`src/rtl/cal_fifo_reader_pkg.sv`:
```
// Shared types and constants for the calibration FIFO reader.
//   state_t     : reader FSM states (IDLE, STREAM, DRAIN)
//   PAYLOAD_MSB : top bit of the payload byte inside a FIFO word
//   EOP_BIT     : end-of-packet marker bit inside a FIFO word
package cal_fifo_reader_pkg;

   typedef enum logic [1:0] {
      IDLE   = 2'd0,
      STREAM = 2'd1,
      DRAIN  = 2'd2
   } state_t;

   localparam int unsigned PAYLOAD_MSB = 7;
   localparam int unsigned EOP_BIT     = 8;

endpackage

```
`src/rtl/cal_skid_fifo.sv`:
```
// Small synchronous FIFO that absorbs words already requested from the upstream FIFO.
// Ports:
//   clk, rst        : clock (rising edge), asynchronous active-high reset
//   push, push_data : write one word
//   pop             : remove the head word (ignored while empty)
//   head            : current head word
//   count           : number of words held
// DEPTH must be a power of two so the pointers wrap naturally.
module cal_skid_fifo #(
   parameter int unsigned DEPTH = 4,
   parameter int unsigned WIDTH = 9
) (
   input  logic                         clk,
   input  logic                         rst,
   input  logic                         push,
   input  logic [WIDTH-1:0]             push_data,
   input  logic                         pop,
   output logic [WIDTH-1:0]             head,
   output logic [$clog2(DEPTH+1)-1:0]   count
);

   localparam int unsigned PTR_W = $clog2(DEPTH);
   localparam int unsigned CNT_W = $clog2(DEPTH + 1);

   logic [WIDTH-1:0] mem [DEPTH];
   logic [PTR_W-1:0] wr_ptr_q;
   logic [PTR_W-1:0] rd_ptr_q;
   logic [CNT_W-1:0] count_q;
   logic             do_pop;

   assign do_pop = pop && (count_q != '0);

   always_ff @(posedge clk or posedge rst) begin
      if (rst) begin
         wr_ptr_q <= '0;
         rd_ptr_q <= '0;
         count_q  <= '0;
      end else begin
         if (push) begin
            wr_ptr_q <= wr_ptr_q + PTR_W'(1);
         end
         if (do_pop) begin
            rd_ptr_q <= rd_ptr_q + PTR_W'(1);
         end
         // Push and pop in one cycle net to no change.
         count_q <= count_q + CNT_W'(push) - CNT_W'(do_pop);
      end
   end

   // Storage carries no reset: nothing reads it while count is zero.
   always_ff @(posedge clk) begin
      if (push) begin
         mem[wr_ptr_q] <= push_data;
      end
   end

   assign head  = mem[rd_ptr_q];
   assign count = count_q;

endmodule

```
`src/rtl/cal_fifo_reader.sv`:
```
// Reads packets from an upstream synchronous FIFO and presents them as an AXI-Stream.
// Ports:
//   clk, rst            : clock (rising edge), asynchronous active-high reset
//   enable              : level, permits reading from the FIFO
//   fifo_empty, fifo_q  : upstream FIFO status and read data (valid RD_LAT cycles after fifo_re)
//   fifo_re             : upstream FIFO read enable
//   m_tvalid, m_tready, m_tdata, m_tlast : stream output
//   pkt_cnt             : completed packet count (wraps)
//   busy                : FSM not idle
//   err_len             : sticky overlong-packet flag
// Build option: define CAL_FIFO_READER_LENCHK_EN to compile in the MAX_PKT length check;
// without it err_len is tied low.
module cal_fifo_reader
   import cal_fifo_reader_pkg::*;
#(
   parameter int unsigned DATA_W    = 9,
   parameter int unsigned RD_LAT    = 1,
   parameter int unsigned BUF_DEPTH = 4,
   parameter int unsigned MAX_PKT   = 256
) (
   input  logic              clk,
   input  logic              rst,
   input  logic              enable,
   input  logic              fifo_empty,
   input  logic [DATA_W-1:0] fifo_q,
   output logic              fifo_re,
   output logic              m_tvalid,
   input  logic              m_tready,
   output logic [7:0]        m_tdata,
   output logic              m_tlast,
   output logic [15:0]       pkt_cnt,
   output logic              busy,
   output logic              err_len
);

   localparam int unsigned CNT_W = $clog2(BUF_DEPTH + 1);
   localparam int unsigned IF_W  = $clog2(RD_LAT + 1);
   localparam int unsigned OCC_W = $clog2(BUF_DEPTH + RD_LAT + 1);

   state_t            state_q, state_d;
   logic [RD_LAT-1:0] re_pipe_q, re_pipe_d;
   logic [IF_W-1:0]   inflight;
   logic [OCC_W-1:0]  occ;
   logic [CNT_W-1:0]  buf_count;
   logic [CNT_W-1:0]  eop_cnt_q, eop_cnt_d;
   logic [DATA_W-1:0] head;
   logic              capture;
   logic              buf_empty;
   logic              pop;
   logic              tlast_out;
   logic              in_pkt_q;
   logic              read_ok;
   logic [15:0]       pkt_cnt_q;

   // ---------------------------------------------------------------- read pipeline
   always_comb begin
      re_pipe_d    = '0;
      re_pipe_d[0] = fifo_re;
      for (int i = 1; i < RD_LAT; i++) begin
         re_pipe_d[i] = re_pipe_q[i-1];
      end
   end

   always_comb begin
      inflight = '0;
      for (int i = 0; i < RD_LAT; i++) begin
         inflight = inflight + IF_W'(re_pipe_q[i]);
      end
   end

   assign capture   = re_pipe_q[RD_LAT-1];
   assign occ       = OCC_W'(inflight) + OCC_W'(buf_count);
   assign read_ok   = !fifo_empty && (occ < OCC_W'(BUF_DEPTH));
   assign buf_empty = (buf_count == '0);

   cal_skid_fifo #(
      .DEPTH (BUF_DEPTH),
      .WIDTH (DATA_W)
   ) u_skid (
      .clk       (clk),
      .rst       (rst),
      .push      (capture),
      .push_data (fifo_q),
      .pop       (pop),
      .head      (head),
      .count     (buf_count)
   );

   // ---------------------------------------------------------------- stream output
   assign m_tvalid = !buf_empty;
   assign pop      = m_tvalid && m_tready;
   assign m_tdata  = m_tvalid ? head[PAYLOAD_MSB:0] : 8'h00;
   assign m_tlast  = m_tvalid && tlast_out;

`ifdef CAL_FIFO_READER_LENCHK_EN
   localparam int unsigned LEN_W = $clog2(MAX_PKT + 1);

   logic [LEN_W-1:0] len_q;
   logic             err_q;
   logic             force_last;

   // len_q counts words of the current packet already popped; the head is word len_q+1.
   assign force_last = (len_q == LEN_W'(MAX_PKT - 1)) && !head[EOP_BIT];
   assign tlast_out  = head[EOP_BIT] || force_last;

   always_ff @(posedge clk or posedge rst) begin
      if (rst) begin
         len_q <= '0;
         err_q <= 1'b0;
      end else if (pop) begin
         len_q <= tlast_out ? '0 : len_q + LEN_W'(1);
         if (force_last) begin
            err_q <= 1'b1;
         end
      end
   end

   assign err_len = err_q;
`else
   assign tlast_out = head[EOP_BIT];
   assign err_len   = 1'b0;
`endif

   // TLAST words sitting in the skid buffer; DRAIN stops requesting once one is present.
   assign eop_cnt_d = eop_cnt_q + CNT_W'(capture && fifo_q[EOP_BIT])
                                - CNT_W'(pop && head[EOP_BIT]);

   // ---------------------------------------------------------------- FSM
   always_comb begin
      state_d = state_q;
      fifo_re = 1'b0;
      unique case (state_q)
         IDLE: begin
            if (enable) begin
               state_d = STREAM;
            end
         end
         STREAM: begin
            fifo_re = enable && read_ok;
            if (!enable) begin
               if (in_pkt_q) begin
                  state_d = DRAIN;
               end else if (buf_empty && inflight == '0) begin
                  state_d = IDLE;
               end
            end
         end
         DRAIN: begin
            // One word at a time, so nothing past the packet's TLAST is ever requested.
            fifo_re = read_ok && in_pkt_q && eop_cnt_q == '0 && inflight == '0;
            if (!in_pkt_q && buf_empty && inflight == '0) begin
               state_d = IDLE;
            end
         end
         default: state_d = IDLE;
      endcase
   end

   always_ff @(posedge clk or posedge rst) begin
      if (rst) begin
         state_q   <= IDLE;
         re_pipe_q <= '0;
         eop_cnt_q <= '0;
         in_pkt_q  <= 1'b0;
         pkt_cnt_q <= '0;
      end else begin
         state_q   <= state_d;
         re_pipe_q <= re_pipe_d;
         eop_cnt_q <= eop_cnt_d;
         if (pop) begin
            in_pkt_q <= !tlast_out;
            if (tlast_out) begin
               pkt_cnt_q <= pkt_cnt_q + 16'd1;
            end
         end
      end
   end

   assign pkt_cnt = pkt_cnt_q;
   assign busy    = (state_q != IDLE);

endmodule
```
`config.mk`:
```
export PLATFORM = sky130hd
export DESIGN_NAME = cal_fifo_reader
export DESIGN_NICKNAME = d
export VERILOG_FILES = /design/src/rtl/cal_fifo_reader_pkg.sv /design/src/rtl/cal_skid_fifo.sv /design/src/rtl/cal_fifo_reader.sv
export SDC_FILE = /design/constraint.sdc
export NUM_CORES = 1
export LEC_CHECK = 0
export CORE_ASPECT_RATIO = 0.9
export CORE_MARGIN = 3
export CORE_UTILIZATION = 54
export CTS_CLUSTER_SIZE = 8
export DETAILED_ROUTE_END_ITERATION = 6
export PLACE_DENSITY = 0.79
export REMOVE_ABC_BUFFERS = 1
export SLEW_MARGIN = 30
export SYNTH_ARGS = -nofsm -noshare
export SYNTH_HDL_FRONTEND = slang
export SYNTH_SLANG_ARGS = --single-unit
```
`constraint.sdc`:
```
create_clock -name clk -period 3.2 [get_ports clk]
set_input_delay 0.64 -clock clk [delete_from_list [all_inputs] [get_ports clk]]
set_output_delay 0.64 -clock clk [all_outputs]
set_load 0.05 [all_outputs]
```
==> results.sh, run 1 <==
export IMPL_crit_path_top_delay_cell="clkdlybuf4s50_1"
export IMPL_core_area_um2=5040
export IMPL_tritoncts="yes"
export IMPL_fin_area_um2=3600
export IMPL_cts_buffers=9
export IMPL_stdcell_count=318
export IMPL_firstDrtPassIters=4
export IMPL_maxClockFrequency_mhz=324
export IMPL_synth_edf_count=36
export IMPL_clk_pin_slew_worst_paths_ns=0.06
export IMPL_die_height_um=75.8
export IMPL_diodes=0
export IMPL_min_period_ns=3.08
export IMPL_pwr_share_clk_pct=19.5
export IMPL_pwr_share_seq_pct=38.0
export IMPL_viasPerCell=5.14
export IMPL_dpl_cell_area_um2=3430
export IMPL_place_detailed_hpwl_um=3460
export IMPL_clock_skew_final_ns=0.00481
export IMPL_drt_total_wl_um=4840
export IMPL_area_growth_pct=23.4
export IMPL_antenna_found_initial=0
export IMPL_hold_class="flop to flop"
export IMPL_power_internal_mw=1.90
export IMPL_power_density_nw_per_um2=864
export IMPL_num_rows=24
export IMPL_synth_top_area_share_pct=37.0
export IMPL_ir_drop_uv=449
export IMPL_port_buffers=41
export IMPL_crit_buf_inv=2
export IMPL_async_reset_ff_share_pct=45.5
export IMPL_required_ns=2.56
export IMPL_synth_area_um2=2920
export IMPL_grt_pass1_vias=1684
export IMPL_final_util_pct=71.5
export IMPL_cts_root_buf="clkbuf_8"
export IMPL_ys_seq_elements=66
export IMPL_ctsHtreeMaxLevel=3
export IMPL_postRouteAntennaNets=0
export IMPL_ys_seq_area_share_pct=62.7
export IMPL_rsz0062_at_grt="false"
export IMPL_cp_start_kind="flop"
export IMPL_hold_viol=0
export IMPL_clkSinkCount=66
export IMPL_grt_pass1_wl_um=8290
export IMPL_status="finished, final reports clean"
export IMPL_synthCells=197
export IMPL_synthFlopType="edfxtp_1"
export IMPL_routedWlPerCell_um=15.2
export IMPL_finalWeightedCongestion=0.748
export IMPL_final_net_count=277
export IMPL_setup_viol=0
export IMPL_num_io_pins=43
export IMPL_clockBufferDepth=2
export IMPL_worst_slack_ns=0.117
export IMPL_drc_errors=0
export IMPL_cp_cell_sequence="buf_4, mux4_2, and2_1, clkdlybuf4s50_1"
export IMPL_yosysTopAreaCell="edfxtp_1"
export IMPL_final_common_cell="clkdlybuf4s50_1"
export IMPL_dp_cells=302
export IMPL_switching_power_mw=1.22
export IMPL_final_cell_mix="clkdlybuf4s50_1 (39), edfxtp_1 (36), dfrtp_1 (30)"
export IMPL_drv_slew=0
export IMPL_grt_remaining_overflow=0
export IMPL_yosys_warnings=0
export IMPL_initial_core_util_pct=57.9
export IMPL_fp_dieArea_um2=6330
export IMPL_drive_above_1_share_pct=14.6
export IMPL_critPathKind="flop to output port"
export IMPL_grt_start_max_net_pins=31
export IMPL_holdWs_ns=0.471
export IMPL_cpLargestDelayFamily="buffers and inverters"
export IMPL_switching_share_pct=39.1
export IMPL_drtIter0Drc=86
export IMPL_cp_end_kind="output port"
export IMPL_fillers=339
export IMPL_vias=1635
export IMPL_worstPathArrival_ns=2.44
export IMPL_maxSlewHeadroom_pct=64.6
export IMPL_cp_max_fo=7
export IMPL_synth_cell_types=36
export IMPL_finalCritPeriodShare_pct=96.4
export IMPL_synth_area_top_cells="edfxtp_1 (37%), dfrtp_1 (26%), mux4_2 (6.9%), ha_1 (6.0%), xnor2_1 (4.2%)"
export IMPL_combPwrFrac_pct=42.5
export IMPL_max_stage_delay_ns=0.69
export IMPL_synth_avg_cell_area_um2=14.8
export IMPL_clk_latency_ns=0.33
export IMPL_die_w_um=83.5
export IMPL_drv_cap=0
export IMPL_leakage_nw=1.45
export IMPL_postCtsSetupBuffers=0
export IMPL_grt_use_total_pct=17.3
export IMPL_worst_pin_slew_ns=0.530
export IMPL_place_ws_ns=0.379
[metal layers]
metal  global-route usage (%)  up-vias  wire (um)
met5                        0        -          0
met4                     6.61        0         31
met3                     5.95        4        247
met2                     27.3       41       2250
met1                     22.6      791       2300
li1                         -      799          -
[stage by stage]
| stage | TNS, ns | power [mW] |
|---|---|---|
| after floorplan | -1.73 | 2.11 |
| after global placement | 0 | 2.51 |
| after detailed placement | 0 | 2.54 |
| after CTS | 0 | 3.15 |
| after global routing | 0 | 3.30 |
| final | 0 | 3.11 |
[timing repair]
| item | in CTS | in global routing |
|---|---|---|
| hold buffers | 0 | 0 |
| endpoints found under the setup margin | 0 | 1 |
| gates resized for setup | 0 | 1 |
[worst paths after layout]
path	start	end	slack, ns	depth (start not counted)
worst min register to register	pkt_cnt[15]	pkt_cnt[15]	0.47	1
max in group asynchronous	rst	pkt_cnt[1]	2.23	3
worst min-delay path	pkt_cnt[15]	pkt_cnt[15]	0.47	1
worst max register to register	u_skid.rd_ptr_q[0]	eop_cnt_q[2]	0.50	10
min in group asynchronous	rst	eop_cnt_q[1]	0.69	3
worst max-delay path	u_skid.rd_ptr_q[0]	m_tdata[1]	0.12	4
[final cells by class]
cell class / count / area, um2 / area share [%]
flip-flops and latches: 66 / 1830 / 50.8
multi-input cells: 107 / 988 / 27.4
repair buffers: 46 / 460 / 12.8
clock buffers: 14 / 163 / 4.51
well taps: 65 / 81.3 / 2.26
inverters: 18 / 67.6 / 1.87
clock inverters: 2 / 12.5 / 0.347
[registers in the layout (all words and copies together) (netlist names)]
| register | flops |
|---|---|
| in_pkt_q | 1 |
| u_skid.mem | 36 |
| pkt_cnt | 16 |
| eop_cnt_q | 3 |
| state_q | 2 |
| capture | 1 |
| u_skid.count | 3 |
| u_skid.wr_ptr_q | 2 |
| u_skid.rd_ptr_q | 2 |
[synth_stat cells, types with 2 or more instances]
master	instances
edfxtp_1	36
nand2_1	11
mux4_2	9
clkbuf_1	2
buf_4	2
buf_2	2
inv_1	17
dfrtp_1	30
nor2_1	2
xor2_1	8
a31oi_1	2
and2_1	14
xnor2_1	14
and3_1	2
nor3_1	3
ha_1	14
nand3_2	2
nor4_2	3
nand4_1	3
nand3_1	5
[power by group through the flow]
stage | clock [mW] | combinational [mW] | sequential (mW)
2_1_floorplan | 0 | 0.829 | 1.28
3_3_place_gp | 0 | 1.31 | 1.19
3_5_place_dp | 0 | 1.34 | 1.20
4_1_cts | 0.628 | 1.34 | 1.18
6_report | 0.609 | 1.32 | 1.18
5_1_grt | 0.663 | 1.43 | 1.21
[cells by family (layout without fill, tap and decap cells)]
group                      count (synthesis)  after routing  synth area share, %
adders and majority gates                 15             15                 6.68
buffers and inverters                     24             80                 3.43
DFF                                       66             66                 62.7
xor gates and xnor gates                  22             22                 6.60
other                                      1              1                0.128
and+or+nand+nor                           52             52                 11.1
AOI/OAI and AO/OA                          7              7                 2.01
muxes                                     10             10                 7.28
(Power assumes the default switching activity.)
==> run 2, diff against run 1 <==
--- a/config.mk
+++ b/config.mk
@@ -10,9 +10,10 @@
 export CORE_UTILIZATION = 54
 export CTS_CLUSTER_SIZE = 8
 export DETAILED_ROUTE_END_ITERATION = 6
-export PLACE_DENSITY = 0.79
+export PLACE_DENSITY = 0.76
 export REMOVE_ABC_BUFFERS = 1
 export SLEW_MARGIN = 30
 export SYNTH_ARGS = -nofsm -noshare
 export SYNTH_HDL_FRONTEND = slang
+export SYNTH_HIERARCHICAL = 1
 export SYNTH_SLANG_ARGS = --single-unit
==> run 2 against run 1 <==
Compared with the run above: die area up 0.91%; critical path type unchanged; cell area unchanged; critical path depth down 1; register-to-register slack better by 0.11 ns; synthesized cell count down 2.5%; first-iteration DRC count up 48%; area after synthesis up 0.99%; highest routed layer unchanged; fmax up 4.3%; non-clock buffer count down 4.
==> results.sh, run 2 <==
export IMPL_grt_remaining_overflow=0
export IMPL_hold_class="flop to flop"
export IMPL_num_rows=24
export IMPL_cp_depth=3
export IMPL_synth_area_um2=2950
export IMPL_synth_xor_area_share_pct=6.83
export IMPL_drv_slew=0
export IMPL_postCtsSetupBuffers=0
export IMPL_synth_top_area_share_pct=36.7
export IMPL_synthFlopType="edfxtp_1"
export IMPL_tritoncts="yes"
export IMPL_dpl_cell_area_um2=3430
export IMPL_min_period_ns=2.96
export IMPL_synthSimpleGateAreaFrac_pct=10.6
export IMPL_pwr_share_seq_pct=38.1
export IMPL_whs_path_depth=1
export IMPL_rsz0062_at_grt="false"
export IMPL_clk_pin_slew_worst_paths_ns=0.06
export IMPL_drive_above_1_share_pct=12.2
export IMPL_postRouteAntennaNets=0
export IMPL_diodes=0
export IMPL_leakage_nw=1.41
export IMPL_hold_viol=0
export IMPL_cp_end_kind="output port"
export IMPL_maxClockFrequency_mhz=338
export IMPL_grt_start_max_net_pins=24
export IMPL_clock_skew_final_ns=0.00426
export IMPL_drc_errors=0
export IMPL_synth_top_cells_by_count="edfxtp_1 (36), dfrtp_1 (30), xnor2_1 (17), inv_1 (16), and2_1 (14)"
export IMPL_worst_pin_slew_ns=0.815
export IMPL_ff2ff_path_depth=9
export IMPL_final_util_pct=71.5
export IMPL_async_reset_ff_share_pct=45.5
export IMPL_ys_seq_area_share_pct=62.1
export IMPL_initial_core_util_pct=58.5
export IMPL_cts_resized_gates=0
export IMPL_synthCells=192
export IMPL_yosys_warnings=6
export IMPL_crit_path_start="u_skid/rd_ptr_q[1]"
export IMPL_drt_total_wl_um=5390
export IMPL_firstDrtPassIters=4
export IMPL_die_w_um=83.9
export IMPL_port_buffers=41
export IMPL_ys_seq_elements=66
export IMPL_drtIter0Drc=127
export IMPL_synth_top_family_by_area="simple AND/OR/NAND/NOR gates"
export IMPL_synth_edf_count=36
export IMPL_place_ws_ns=0.466
export IMPL_ir_drop_uv=629
export IMPL_synth_avg_cell_area_um2=15.4
export IMPL_antenna_found_initial=0
export IMPL_switching_share_pct=40.2
export IMPL_required_ns=2.56
export IMPL_final_common_cell="clkdlybuf4s50_1"
export IMPL_crit_path_top_delay_cell="clkdlybuf4s50_1"
export IMPL_clkSinkCount=66
export IMPL_final_cell_mix="clkdlybuf4s50_1 (40), edfxtp_1 (36), dfrtp_1 (30)"
export IMPL_synthMuxAreaShare_pct=7.34
export IMPL_finalPower_mw=3.19
export IMPL_clk_latency_ns=0.33
export IMPL_synth_cell_types=40
export IMPL_max_stage_delay_ns=0.70
export IMPL_cp_max_fo=10
export IMPL_hp_start="pkt_cnt[15]"
export IMPL_crit_buf_inv=1
export IMPL_setup_viol=0
export IMPL_switching_power_mw=1.28
export IMPL_largest_reg_flops=36
export IMPL_synth_compound_area_share_pct=3.56
export IMPL_vias=1705
export IMPL_status="finished, final reports clean"
export IMPL_grt_use_total_pct=18.8
export IMPL_critPathKind="flop to output port"
export IMPL_ctsHtreeMaxLevel=3
export IMPL_cpLargestDelayFamily="buffers and inverters"
export IMPL_cp_start_kind="flop"
export IMPL_postCtsHoldBufs=0
export IMPL_grt_pass1_wl_um=9160
export IMPL_routedWlPerCell_um=17.3
export IMPL_grt_pass1_vias=1788
export IMPL_maxSlewHeadroom_pct=45.3
export IMPL_core_area_um2=5040
export IMPL_finalCritPeriodShare_pct=92.4
export IMPL_worstPathArrival_ns=2.32
export IMPL_drv_cap=0
export IMPL_cts_root_buf="clkbuf_8"
export IMPL_synth_fa_ha_area_share_pct=6.45
export IMPL_worstReg2RegStart="u_skid/count[0]"
export IMPL_worst_slack_ns=0.244
export IMPL_die_height_um=76.1
export IMPL_fp_dieArea_um2=6380
export IMPL_synth_area_top_cells="edfxtp_1 (37%), dfrtp_1 (25%), mux4_2 (6.1%), ha_1 (5.1%), xnor2_1 (5.0%)"
export IMPL_place_detailed_hpwl_um=3910
export IMPL_cp_cell_sequence="mux4_1, and2_1, clkdlybuf4s50_1"
export IMPL_pwr_share_clk_pct=18.9
export IMPL_combPwrFrac_pct=43.0
export IMPL_yosysMostFrequentCell="edfxtp_1"
export IMPL_finalWeightedCongestion=0.710
export IMPL_yosysTopAreaCell="edfxtp_1"
export IMPL_largest_register="u_skid/mem"
export IMPL_num_io_pins=43
export IMPL_viasPerCell=5.48
export IMPL_final_net_count=269
export IMPL_clockBufferDepth=2
export IMPL_area_growth_pct=22.2
export IMPL_power_internal_mw=1.91
export IMPL_power_density_nw_per_um2=886
export IMPL_cts_buffers=9
export IMPL_fin_area_um2=3600
run 2: final timing paths:
check / end / slack, ns
setup / recovery: m_tlast / 0.24
hold / removal: pkt_cnt[15] / 0.48
max in group asynchronous: pkt_cnt[13] / 2.11
setup reg to reg: u_skid/count[2] / 0.61
min in group asynchronous: u_skid/rd_ptr_q[0] / 0.58
hold reg to reg: pkt_cnt[15] / 0.48
run 2: cells by family after synthesis:
kind of cell	after synthesis
AO/OA/AOI/OAI	11
multiplexers	10
flip-flops	66
buffers and inverters	20
AND/OR/NAND/NOR	47
adder cells (fa/ha/maj)	14
other	1
XOR/XNOR	23
run 2: final cells by class:
type                    count  area (um2)
flip-flops and latches     66        1830
fillers                   345        1440
multi-input cells         106        1030
repair buffers             42         428
clock buffers              13         159
well taps                  65        81.3
inverters                  16        60.1
clock inverters             3        15.0
run 2: power by group through the flow:
stage | clock, mW | combinational, mW | sequential (mW)
floorplan | 0 | 0.855 | 1.32
global placement | 0 | 1.33 | 1.21
detailed placement | 0 | 1.38 | 1.23
CTS | 0.619 | 1.39 | 1.21
global route | 0.652 | 1.49 | 1.24
finish | 0.605 | 1.37 | 1.22
run 2: per-stage QoR:
stage | hold WS (ns) | TNS [ns] | cells
after floorplan | 0.443 | -0.0281 | 188
after global placement | 0.461 | 0 | 295
after detailed placement | 0.468 | 0 | 295
after CTS | 0.480 | 0 | 311
after global routing | 0.505 | 0 | 311
final | 0.475 | 0 | 311
run 2: worst register-to-register path: stages (launching register included):
cell and delay, ns:
dfrtp_1 0.45, or3_4 0.51, and2_1 0.22, o31a_1 0.13
ha_1 0.28, inv_1 0.04, ha_1 0.18, fa_1 0.37
xnor2_1 0.15, xnor2_1 0.13
run 2: per-layer routing:
layer / global-route usage (%) / vias up / wire length, um / part of all wire (%)
met3: 7.03 / 8 / 305 / 5.7
met5: 0 / - / 0 / 0
li1: - / 785 / - / -
met2: 31.9 / 63 / 2830 / 53
met4: 6.11 / 0 / 78 / 1.4
met1: 22.3 / 849 / 2180 / 40
==> run 3, diff against run 2 <==
--- a/config.mk
+++ b/config.mk
@@ -7,10 +7,12 @@
 export LEC_CHECK = 0
 export CORE_ASPECT_RATIO = 0.9
 export CORE_MARGIN = 3
-export CORE_UTILIZATION = 54
+export CORE_UTILIZATION = 59
+export CTS_CLUSTER_DIAMETER = 30
 export CTS_CLUSTER_SIZE = 8
 export DETAILED_ROUTE_END_ITERATION = 6
-export PLACE_DENSITY = 0.76
+export DONT_BUFFER_PORTS = 1
+export PLACE_DENSITY = 0.72
 export REMOVE_ABC_BUFFERS = 1
 export SLEW_MARGIN = 30
 export SYNTH_ARGS = -nofsm -noshare
==> run 3 against run 2 <==
Compared with the run above: clock-buffer cell count increased by 1; first-iteration DRC count fell by 57%; global-route usage down 0.34 points; routed wire length fell by 10%; fmax rose by 9.2%; worst setup slack better by 0.25 ns; cell area decreased by 10%; critical path type is now flop to flop.
==> results.sh, run 3 (same netlist as run 2, synthesis figures left out) <==
export IMPL_postCtsHoldBufs=0
export IMPL_fp_dieArea_um2=5880
export IMPL_die_height_um=73.1
export IMPL_grtUsageMet1_pct=22.2
export IMPL_hold_class="input port to asynchronous set/reset pin"
export IMPL_grt_use_total_pct=18.5
export IMPL_grt_start_max_net_pins=24
export IMPL_cpLargestDelayFamily="adder cells"
export IMPL_grt_remaining_overflow=0
export IMPL_final_common_cell="edfxtp_1"
export IMPL_cp_cell_sequence="or3_4, and2_1, o31a_1, ha_1, inv_1, ha_1, fa_1, xnor2_1, xnor2_1"
export IMPL_drv_cap=0
export IMPL_finalWeightedCongestion=0.821
export IMPL_critPathKind="flop to flop"
export IMPL_num_rows=23
export IMPL_vias=1527
export IMPL_worstPathArrival_ns=2.93
export IMPL_firstDrtPassIters=4
export IMPL_ir_drop_uv=606
export IMPL_drive_above_1_share_pct=15.0
export IMPL_die_w_um=80.5
export IMPL_cp_end_kind="flop"
export IMPL_cts_root_buf="clkbuf_8"
export IMPL_largest_reg_flops=36
export IMPL_power_density_nw_per_um2=938
export IMPL_postCtsSetupBuffers=0
export IMPL_min_period_ns=2.71
export IMPL_clockBufferDepth=2
export IMPL_clock_skew_final_ns=0.00781
export IMPL_drc_errors=0
export IMPL_clk_latency_ns=0.33
export IMPL_worstReg2RegStart="u_skid/count[0]"
export IMPL_cp_start_kind="flop"
export IMPL_drv_slew=0
export IMPL_maxSlewHeadroom_pct=46.0
export IMPL_largest_register="u_skid/mem"
export IMPL_cts_resized_gates=0
export IMPL_ctsHtreeMaxLevel=3
export IMPL_area_growth_pct=9.46
export IMPL_antenna_found_initial=0
export IMPL_drtIter0Drc=55
export IMPL_clk_pin_slew_worst_paths_ns=0.07
export IMPL_cts_buffers=9
export IMPL_diodes=0
export IMPL_cp_max_fo=14
export IMPL_drt_total_wl_um=4850
export IMPL_fillers=303
export IMPL_place_detailed_hpwl_um=3540
export IMPL_clkSinkCount=66
export IMPL_setup_viol=0
export IMPL_max_stage_delay_ns=0.57
export IMPL_final_util_pct=69.7
export IMPL_hold_viol=0
export IMPL_met3_usage_pct=7.90
export IMPL_worst_pin_slew_ns=0.805
export IMPL_final_cell_mix="edfxtp_1 (36), dfrtp_1 (30), xnor2_1 (17)"
export IMPL_status="finished, final reports clean"
export IMPL_dp_cells=252
export IMPL_leakage_nw=1.27
export IMPL_ff2ff_path_depth=9
export IMPL_reg2reg_to="u_skid/count[2]"
export IMPL_crit_path_top_delay_cell="or3_4"
export IMPL_port_buffers=0
export IMPL_postRouteAntennaNets=0
export IMPL_final_net_count=229
export IMPL_routedWlPerCell_um=18.1
export IMPL_r2r_slack_ns=0.49
export IMPL_finalCritPeriodShare_pct=84.6
export IMPL_fin_tns_setup_ns=0
export IMPL_required_ns=3.42
export IMPL_finalPower_mw=3.03
export IMPL_rsz0062_at_grt="false"
export IMPL_tritoncts="yes"
export IMPL_maxClockFrequency_mhz=369
export IMPL_num_io_pins=43
export IMPL_core_area_um2=4630
export IMPL_grt_pass1_vias=1606
export IMPL_grt_pass1_wl_um=7870
export IMPL_grt_use_met2_pct=29.4
export IMPL_busiest_layer="met2"
export IMPL_initial_core_util_pct=63.7
export IMPL_viasPerCell=5.70
export IMPL_stdcell_count=268
export IMPL_crit_buf_inv=1
run 3: area by class of cell:
cell class                 count  area [um2]  share of cell area [%]
sequential                    66        1830                    56.7
multi-input combinational    106        1040                    32.1
clock buffer                  14         173                    5.35
tap                           62        77.6                    2.40
inverter                      16        60.1                    1.86
clock inverter                 2        35.0                    1.09
timing repair buffer           2        15.0                   0.465
run 3: how the worst max path moves through the flow:
stage / from / end / slack (ns) / depth (start not counted)
finish: u_skid/count[0] / u_skid/count[2] / 0.49 / 9
global route: u_skid/count[0] / u_skid/count[2] / 0.38 / 9
CTS: u_skid/count[0] / u_skid/count[2] / 0.50 / 9
detailed placement: u_skid/count[0] / u_skid/count[2] / 0.51 / 9
global placement: u_skid/count[0] / u_skid/count[2] / 0.62 / 9
floorplan: capture / fifo_re / -0.03 / 3
run 3: report_power, final:
| part | internal [mW] | switching [mW] | leakage, nW |
|---|---|---|---|
| Sequential | 1.03 | 0.294 | 0.703 |
| Combinational | 0.356 | 0.646 | 0.457 |
| Clock | 0.423 | 0.283 | 0.107 |
run 3: worst register-to-register path, cell delays in order (launching register included):
cell and delay (ns):
dfrtp_1 0.45, or3_4 0.57, and2_1 0.25, o31a_1 0.13, ha_1 0.29, inv_1 0.05, ha_1 0.20, fa_1 0.39
xnor2_1 0.15, xnor2_1 0.13
run 3: metal layers:
| layer | vias up | routed length, um |
|---|---|---|
| li1 | 700 | - |
| met1 | 763 | 2030 |
| met2 | 51 | 2360 |
| met3 | 13 | 360 |
| met4 | 0 | 99 |
| met5 | - | 0 |
run 3: metrics by stage:
step / setup slack, ns / hold slack, ns / cell area, um2
after detailed placement: 0.508 / 0.485 / 3020
after floorplan: -0.0281 / 0.443 / 2920
after global placement: 0.619 / 0.476 / 3020
after CTS: 0.497 / 0.117 / 3230
after global routing: 0.376 / 0.123 / 3230
final: 0.493 / 0.129 / 3230
